<file path="config.mk">
export PLATFORM = sky130hd
export DESIGN_NAME = floo_wide_burst_tx
export DESIGN_NICKNAME = d
export VERILOG_FILES = /design/src/rtl/floo_wide_burst_tx.sv
export SDC_FILE = /design/constraint.sdc
export NUM_CORES = 1
export LEC_CHECK = 0
export BUFFER_PORTS_ARGS = -buffer_cell sky130_fd_sc_hd__buf_2
export CORE_AREA = 5 5 415 417
export DETAILED_ROUTE_END_ITERATION = 10
export DIE_AREA = 0 0 420 422
export REMOVE_ABC_BUFFERS = 1
export SLEW_MARGIN = 20
export SYNTH_ARGS = -nofsm -noshare
export SYNTH_HDL_FRONTEND = slang
export SYNTH_SLANG_ARGS = --single-unit
</file>
<file path="constraint.sdc">
create_clock -name clk_i -period 2.7 [get_ports clk_i]
set_input_delay 0.54 -clock clk_i [delete_from_list [all_inputs] [get_ports clk_i]]
set_output_delay 0.54 -clock clk_i [all_outputs]
set_load 0.005 [all_outputs]
</file>
<file path="src/rtl/floo_wide_burst_tx.sv">
// -----------------------------------------------------------------------------
// floo_wide_burst_tx
//
// Injection-side transmitter for the wide link. A burst descriptor
// (destination, length) is accepted, then one wide flit is emitted per payload
// beat. Each flit carries a routing header: dst, src (own id at capture), seq
// (beat index within the burst) and last. The block also counts bursts that
// have been issued but not yet acknowledged end-to-end by the far endpoint.
//
// Ports:
//   clk_i, rst_i             clock, synchronous active-high reset
//   id_i                     own node id, copied into the src field
//   burst_valid_i/ready_o    descriptor handshake; burst_dst_i, burst_len_i
//                            (beats minus one)
//   data_valid_i/ready_o     payload beat handshake; data_i
//   flit_valid_o/ready_i     flit handshake toward the router; flit_data_o,
//                            flit_dst_o, flit_src_o, flit_seq_o, flit_last_o
//   ack_valid_i              one-cycle pulse: one burst completed at far end
//   outstanding_o            bursts issued but not yet acknowledged
//   err_o                    sticky: ack received with nothing outstanding
//
// Optional feature (macro FLOO_WIDE_BURST_TX_PERF_EN):
//   perf_flits_o             saturating count of flit handshakes
//   perf_stall_o             saturating count of cycles with valid && !ready
// -----------------------------------------------------------------------------
module floo_wide_burst_tx #(
    parameter int unsigned IdWidth        = 4,
    parameter int unsigned DataWidth      = 512,
    parameter int unsigned LenWidth       = 8,
    parameter int unsigned MaxOutstanding = 4,
    parameter int unsigned CntWidth       = $clog2(MaxOutstanding + 1)
) (
    input  logic                 clk_i,
    input  logic                 rst_i,
    input  logic [IdWidth-1:0]   id_i,
    // burst descriptor
    input  logic                 burst_valid_i,
    output logic                 burst_ready_o,
    input  logic [IdWidth-1:0]   burst_dst_i,
    input  logic [LenWidth-1:0]  burst_len_i,
    // payload beats
    input  logic                 data_valid_i,
    output logic                 data_ready_o,
    input  logic [DataWidth-1:0] data_i,
    // flits toward the router
    output logic                 flit_valid_o,
    input  logic                 flit_ready_i,
    output logic [DataWidth-1:0] flit_data_o,
    output logic [IdWidth-1:0]   flit_dst_o,
    output logic [IdWidth-1:0]   flit_src_o,
    output logic [LenWidth-1:0]  flit_seq_o,
    output logic                 flit_last_o,
    // end-to-end completion tracking
    input  logic                 ack_valid_i,
    output logic [CntWidth-1:0]  outstanding_o,
    output logic                 err_o
`ifdef FLOO_WIDE_BURST_TX_PERF_EN
    ,
    output logic [31:0]          perf_flits_o,
    output logic [31:0]          perf_stall_o
`endif
);

    typedef enum logic {
        IDLE   = 1'b0,
        STREAM = 1'b1
    } state_e;

    localparam logic [CntWidth-1:0] MaxCnt = CntWidth'(MaxOutstanding);

    // Control state
    state_e               state_q;
    logic [IdWidth-1:0]   dst_q;
    logic [LenWidth-1:0]  len_q;
    logic [LenWidth-1:0]  beat_cnt_q;
    logic [CntWidth-1:0]  outstanding_q;
    logic                 err_q;

    // Output register
    logic                 flit_valid_q;
    logic [DataWidth-1:0] flit_data_q;
    logic [IdWidth-1:0]   flit_dst_q;
    logic [IdWidth-1:0]   flit_src_q;
    logic [LenWidth-1:0]  flit_seq_q;
    logic                 flit_last_q;

    logic out_free;
    logic burst_hs;
    logic data_hs;
    logic flit_hs;
    logic beat_last;

    // The output register can take a new beat when it is empty or when its
    // current flit leaves this cycle, which gives one flit per cycle.
    assign out_free  = !flit_valid_q || flit_ready_i;
    assign beat_last = (beat_cnt_q == len_q);

    // The ready outputs are decoded from state; gating with rst_i keeps them
    // low for the whole reset window, not only after the first reset edge.
    assign burst_ready_o = !rst_i && (state_q == IDLE) && (outstanding_q < MaxCnt);
    assign data_ready_o  = !rst_i && (state_q == STREAM) && out_free;

    assign burst_hs = burst_valid_i && burst_ready_o;
    assign data_hs  = data_valid_i && data_ready_o;
    assign flit_hs  = flit_valid_q && flit_ready_i;

    // -------------------------------------------------------------------------
    // Burst FSM, output register and outstanding counter
    // -------------------------------------------------------------------------
    // NOTE: every register in a clocked block is written with <= so all of them
    // sample the pre-edge values; a blocking = here would let later statements
    // see half-updated state.
    always_ff @(posedge clk_i) begin
        if (rst_i) begin
            state_q       <= IDLE;
            dst_q         <= '0;
            len_q         <= '0;
            beat_cnt_q    <= '0;
            outstanding_q <= '0;
            err_q         <= 1'b0;
            flit_valid_q  <= 1'b0;
            // NOTE: the wide payload register is cleared on purpose: the flit
            // fields must read 0 in reset, so it cannot be left unreset like
            // plain datapath storage.
            flit_data_q   <= '0;
            flit_dst_q    <= '0;
            flit_src_q    <= '0;
            flit_seq_q    <= '0;
            flit_last_q   <= 1'b0;
        end else begin
            // Sequencing of the burst
            case (state_q)
                IDLE: begin
                    if (burst_hs) begin
                        dst_q      <= burst_dst_i;
                        len_q      <= burst_len_i;
                        beat_cnt_q <= '0;
                        state_q    <= STREAM;
                    end
                end
                STREAM: begin
                    if (data_hs) begin
                        // The counter stops on the last beat, so a maximum
                        // length burst never wraps it.
                        if (beat_last) begin
                            state_q <= IDLE;
                        end else begin
                            beat_cnt_q <= beat_cnt_q + 1'b1;
                        end
                    end
                end
                default: state_q <= IDLE;
            endcase

            // Output register: a new beat takes priority over draining, which
            // covers the case of a flit leaving while the next one loads.
            if (data_hs) begin
                flit_valid_q <= 1'b1;
                flit_data_q  <= data_i;
                flit_dst_q   <= dst_q;
                flit_src_q   <= id_i;
                flit_seq_q   <= beat_cnt_q;
                flit_last_q  <= beat_last;
            end else if (flit_hs) begin
                flit_valid_q <= 1'b0;
            end

            // Outstanding bursts: a handshake and an ack in the same cycle
            // cancel. Overflow is impossible because burst_ready_o drops at
            // the limit.
            case ({burst_hs, ack_valid_i})
                2'b10: outstanding_q <= outstanding_q + CntWidth'(1);
                2'b01: begin
                    if (outstanding_q == '0) begin
                        err_q <= 1'b1;
                    end else begin
                        outstanding_q <= outstanding_q - CntWidth'(1);
                    end
                end
                default: ;
            endcase
        end
    end

    assign flit_valid_o  = flit_valid_q;
    assign flit_data_o   = flit_data_q;
    assign flit_dst_o    = flit_dst_q;
    assign flit_src_o    = flit_src_q;
    assign flit_seq_o    = flit_seq_q;
    assign flit_last_o   = flit_last_q;
    assign outstanding_o = outstanding_q;
    assign err_o         = err_q;

`ifdef FLOO_WIDE_BURST_TX_PERF_EN
    // -------------------------------------------------------------------------
    // Performance counters (saturating)
    // -------------------------------------------------------------------------
    logic [31:0] perf_flits_q;
    logic [31:0] perf_stall_q;

    always_ff @(posedge clk_i) begin
        if (rst_i) begin
            perf_flits_q <= '0;
            perf_stall_q <= '0;
        end else begin
            if (flit_hs && (perf_flits_q != '1)) begin
                perf_flits_q <= perf_flits_q + 32'd1;
            end
            if (flit_valid_q && !flit_ready_i && (perf_stall_q != '1)) begin
                perf_stall_q <= perf_stall_q + 32'd1;
            end
        end
    end

    assign perf_flits_o = perf_flits_q;
    assign perf_stall_o = perf_stall_q;
`endif

endmodule

</file>
# After elaboration in Yosys (flattened, before gate mapping)
# Cells that the tools add are included.
# W data, S select, Z words.
# word_totals
ff_bits	555
latch_bits	0
ramBits	0
romBits	0
in_bits	534
out_inout_bits	536
wordCells	53
memories	0
# classes
n_addsub	3
n_mul	0
n_div	0
order_cmp	1
eq_ne	7
shift	0
n_mux	12
bitwise	1
n_reduce_logical	17
# ops
operator	n
$mux W8	3
$pmux W8 S2	1
$add A8 B1 Y8 const B	1
$eq A8 B8 Y1	1
$logic_and A1 B1 Y1	7
$ne A2 B2 Y1 const B	3
$pmux W3 S2	1
$reduce_and A2 Y1	3
$mux W1	5
$reduce_bool A2 Y1	2
$add A3 B1 Y3 const B	1
$logic_not A3 Y1	1
$lt A3 B3 Y1 const B	1
$mux W3	1
$reduce_and A3 Y1	1
$sub A3 B1 Y3 const B	1
$eq A2 B1 Y1 const B	1
$eq A2 B2 Y1 const B	1
$logic_not A1 Y1	2
$ne A2 B1 Y1 const B	1
$pmux W1 S2	1
$logic_or A1 B1 Y1	1
$not A1 Y1	1

# Longest topological paths before layout
# depth
word_depth	7
ltp_mapped	9

# Least setup slack after synthesis
# OpenSTA, ideal clock, no wires.
# synth_path
path_kind	in2reg
startpoint	in rst_i
endpoint	reg outstanding_q[2] (netlist: outstanding_o[2])
arrival_time_ns	2.045
required_ns	2.581
setup_slack_ns	0.536
path_stages	9
n_path_buf	2
path_cell_list	or4b_1 > buf_6 > and2_4 > buf_6 > xor2_1 > ha_1 > nor2_1 > a31o_2 > a21oi_1
# synth_via
elab_chain_cells	7
# synth_rtl
element	line_no	rtl
start: declaration	34	input logic rst_i,
$logic_not A1 Y1	100	assign burst_ready_o = !rst_i && (state_q == IDLE) && (outstanding_q < MaxCnt);
$logic_and A1 B1 Y1 (2 in series)	100	
$logic_and A1 B1 Y1	103	assign burst_hs = burst_valid_i && burst_ready_o;
$eq A2 B1 Y1 or $eq A2 B2 Y1 (tied branches)	171	case ({burst_hs, ack_valid_i})
$ne A2 B2 Y1 (no line) or $reduce_bool A2 Y1 (tied branches)	-	
$reduce_and A2 Y1 (no line)	-	
end signal: assignment	172	2'b10: outstanding_q <= outstanding_q + CntWidth'(1);
end signal: assignment	177	outstanding_q <= outstanding_q - CntWidth'(1);
end: declaration	76	logic [CntWidth-1:0] outstanding_q;
# Parallel ways exist; a longest one is shown, timed or not.
# A chain may end at the register's enable or synchronous reset.

# Final worst setup path
# layout_path
startpoint	reg state_q
endpoint	out data_ready_o
# layout_via
elab_chain_cells	2
# layout_rtl
element	line_no	rtl
start: declaration	72	state_e state_q;
start signal: assignment	115	state_q <= IDLE;
start signal: assignment	138	state_q <= STREAM;
start signal: assignment	146	state_q <= IDLE;
$logic_and A1 B1 Y1 (2 in series)	101	assign data_ready_o = !rst_i && (state_q == STREAM) && out_free;
end: declaration	43	output logic data_ready_o,
# Every way passes these cells.

==> impl_metrics.toml <==
[die]
num_rows = 151
fp.dieH_um = 422
coreArea_um2 = 168300
die_w_um = 420
ioPinCount = 1070
dieArea_um2 = 177200
start_util = 0.1217

[timing]
setup_violations = 0
rsz0062_at_grt = "false"
finalCritPeriodShare = 0.8958
hold_viol = 0
tightest_slew_ps = 1110
slew_headroom = 0.2599
maxSlewViolCount = 0
max_freq_mhz = 413.4
finalWorstSetupSlack_ps = 281.3
finClkSkew_ps = 13.00
fin_crit_ps = 2419

[routing]
ant_nets = 0
wl_mm = 127.6
drcViolationCount = 0
viasPerCell = 3.730
wl_per_cell_um = 20.99
vias = 22670
drt_iter0_drc = 1557
firstDrtPassIters = 5

[synth]
synth_edf_count = 0
synthAdderAreaFrac = 0.001221
synth_xor_xnor_area_share = 0.003847
ys.flop_type = "dfxtp_1"
synth_top_family_by_area = "simple AND/OR/NAND/NOR gates"
synth_mux_area_frac = 0.003542
synth_compound_area_frac = 0.009893
async_flop_share = 0
synth_seq_cells = 555
avgSynthCellArea_um2 = 8.373
ys_warn_count = 0
seq_area_frac_synth = 0.5423
netlist_area_um2 = 20490
synthSimpleGateAreaFrac = 0.4035
synth_cell_types = 36
syn_inst = 2447

[place]
dp_hpwl_mm = 102.3
detailed_place.area_um2 = 28570
gp_congestion = 0.9562
dp_worst_setup_slack_ps = 397.4
io_buffer_count = 1069

[clock_tree]
root_buffer = "clkbuf_16"
post_cts_buffers = 0
cts_resized = 0
cts.sinks = 555
clockBufferDepth = 3
postCtsHoldBufs = 326
cts_htree_levels = 3
cts_tree = "done"
clock_latency_ps = 660
cts_buffers = 71
clkSlewWorstSetupHoldPaths_ps = 60

[setup_path]
crit_arrival_ps = 1880
cpMaxStageDelayCell = "dfxtp_1"
worstSetupPathType = "reg2out"
worst_path_largest_cell_delay_ps = 460
worst-endpoint-required_ps = 2160
cp_max_fo = 6
crit_buf_inv = 1
startpoint_type = "flop"
path_cells = "nor2b_1 > and2_1 > buf_2"
end_kind = "primary output"
critPathTopFamily = "simple AND/OR/NAND/NOR gates"
crit_start = "state_q"
reg2reg_slack_ps = 540
r2r-start = "state_q"

[power]
swShare = 0.2504
switching_power_mw = 5.242
ir_drop_v = 0.0004386
pwr-share-comb = 0.103
cellPowerDensity_nw_per_um2 = 609.1
power.share.sequential = 0.413
clockPowerShare = 0.484
p_leak_nw = 17.32
internal_power_mw = 15.69

[global_route]
grt_max_degree = 198
grt_util_met1 = 0.1538
grt_pass1_wl_mm = 173.2
overflow = 0
busiest_layer = "met2"
grtUsageMet3 = 0.06089
antenna_found_initial = 96
grt_pass1_vias = 22121
grt_use_total = 0.1370
use_met2 = 0.2245

[final_layout]
mostFrequentLayoutCell = "nand2_1"
design_area_um2 = 34370
mostFrequentLayoutCells = "nand2_1, buf_2, dfxtp_1"
drive_above_1_share = 0.3246
areaGrowthSynthToFinish_pct = 67.76
layout.nets = 4316

[worst_hold_path]
hold_start = "data_i[271]"
holdCritPathClass = "in2reg"

[run]
max_cap_violations = 0

[status]
outcome = "complete, no violations"
[stage by stage]
stage	util	power, mW	setup TNS, ps	hold WS, ps	cells
after detailed placement	0.1697	10.56	0	434.9	5599
after global routing	0.2041	21.83	0	35.76	6075
after global placement	0.1697	10.54	0	432.6	5599
final	0.2042	20.93	0	87.30	6078
after floorplan	-	9.447	-4812280	415.4	2258
after CTS	0.2038	21.36	0	0.4163	6053
[logic make-up after synthesis]
logic type | after synthesis
multiplexers | 7
XOR/XNOR | 9
buffers and inverters | 191
flip-flops | 555
adder cells (fa/ha/maj) | 2
AND/OR/NAND/NOR | 1650
AO/OA/AOI/OAI | 33
[flip-flops by register name (all words and copies together) (netlist names)]
register,count
flit_data_o,512
beat_cnt_q,8
flit_seq_o,8
len_q,8
dst_q,4
flit_dst_o,4
flit_src_o,4
outstanding_o,3
err_o,1
flit_last_o,1
flit_valid_o,1
state_q,1
[worst register-to-register path: cells and delay by family, from the launching register on]
kind | cells | cell delay [ps]
flops | 1 | 460
buf+inv | 2 | 550
simple gates | 4 | 1080
[synthesized netlist by cell type, drive strengths merged, types with 2 or more instances]
| cell type | instances | share of area |
|---|---|---|
| nand4 | 2 | 0.00061 |
| ha | 2 | 0.0012 |
| inv | 2 | 0.00037 |
| nor3 | 3 | 0.00073 |
| mux2i | 5 | 0.0024 |
| clkbuf | 144 | 0.026 |
| o21ai | 2 | 0.00049 |
| nand2 | 1086 | 0.20 |
| and2 | 2 | 0.00073 |
| nor4 | 2 | 0.00061 |
| nand2b | 2 | 0.00061 |
| buf | 45 | 0.0090 |
| nor3b | 2 | 0.00073 |
| or3 | 2 | 0.00061 |
| mux2 | 2 | 0.0011 |
| dfxtp | 555 | 0.54 |
| nor2 | 5 | 0.00092 |
| a21oi | 19 | 0.0046 |
| nand3b | 533 | 0.20 |
| nand3 | 5 | 0.0012 |
| a2111oi | 3 | 0.0013 |
| or4b | 2 | 0.00098 |
| xor2 | 9 | 0.0038 |
| a211oi | 3 | 0.0011 |
[routing by layer]
metal  part of all wire  vias to the layer above
li1                   -                    10586
met1               0.38                    10784
met2               0.47                     1001
met3               0.11                      295
met4              0.040                        4
met5            0.00018                        -
[layout make-up]
type / instances / area (µm²)
Antenna cell: 25 / 62.56
Timing Repair Buffer: 1449 / 9266
Inverter: 2 / 7.507
Clock buffer: 103 / 2098
Fill cell: 18624 / 134000
Sequential cell: 555 / 11110
Clock inverter: 25 / 380.4
Tap cell: 2218 / 2775
Multi-Input combinational cell: 1701 / 8670
[power by group through the flow]
stage               Clock (mW)  Sequential, mW  Combinational [mW]
floorplan                    0            8.83               0.621
global placement             0            8.81                1.74
detailed placement           0            8.82                1.74
CTS                       10.5            8.64                2.18
global route              10.8            8.67                2.34
finish                    10.1            8.65                2.16
[worst paths after layout]
check,to,cells after the start
hold / removal,flit_data_o[271],3
hold reg to reg,flit_dst_o[2],2
setup reg to reg,flit_data_o[317],6
setup / recovery,data_ready_o,3
(Power assumes the default switching activity.)
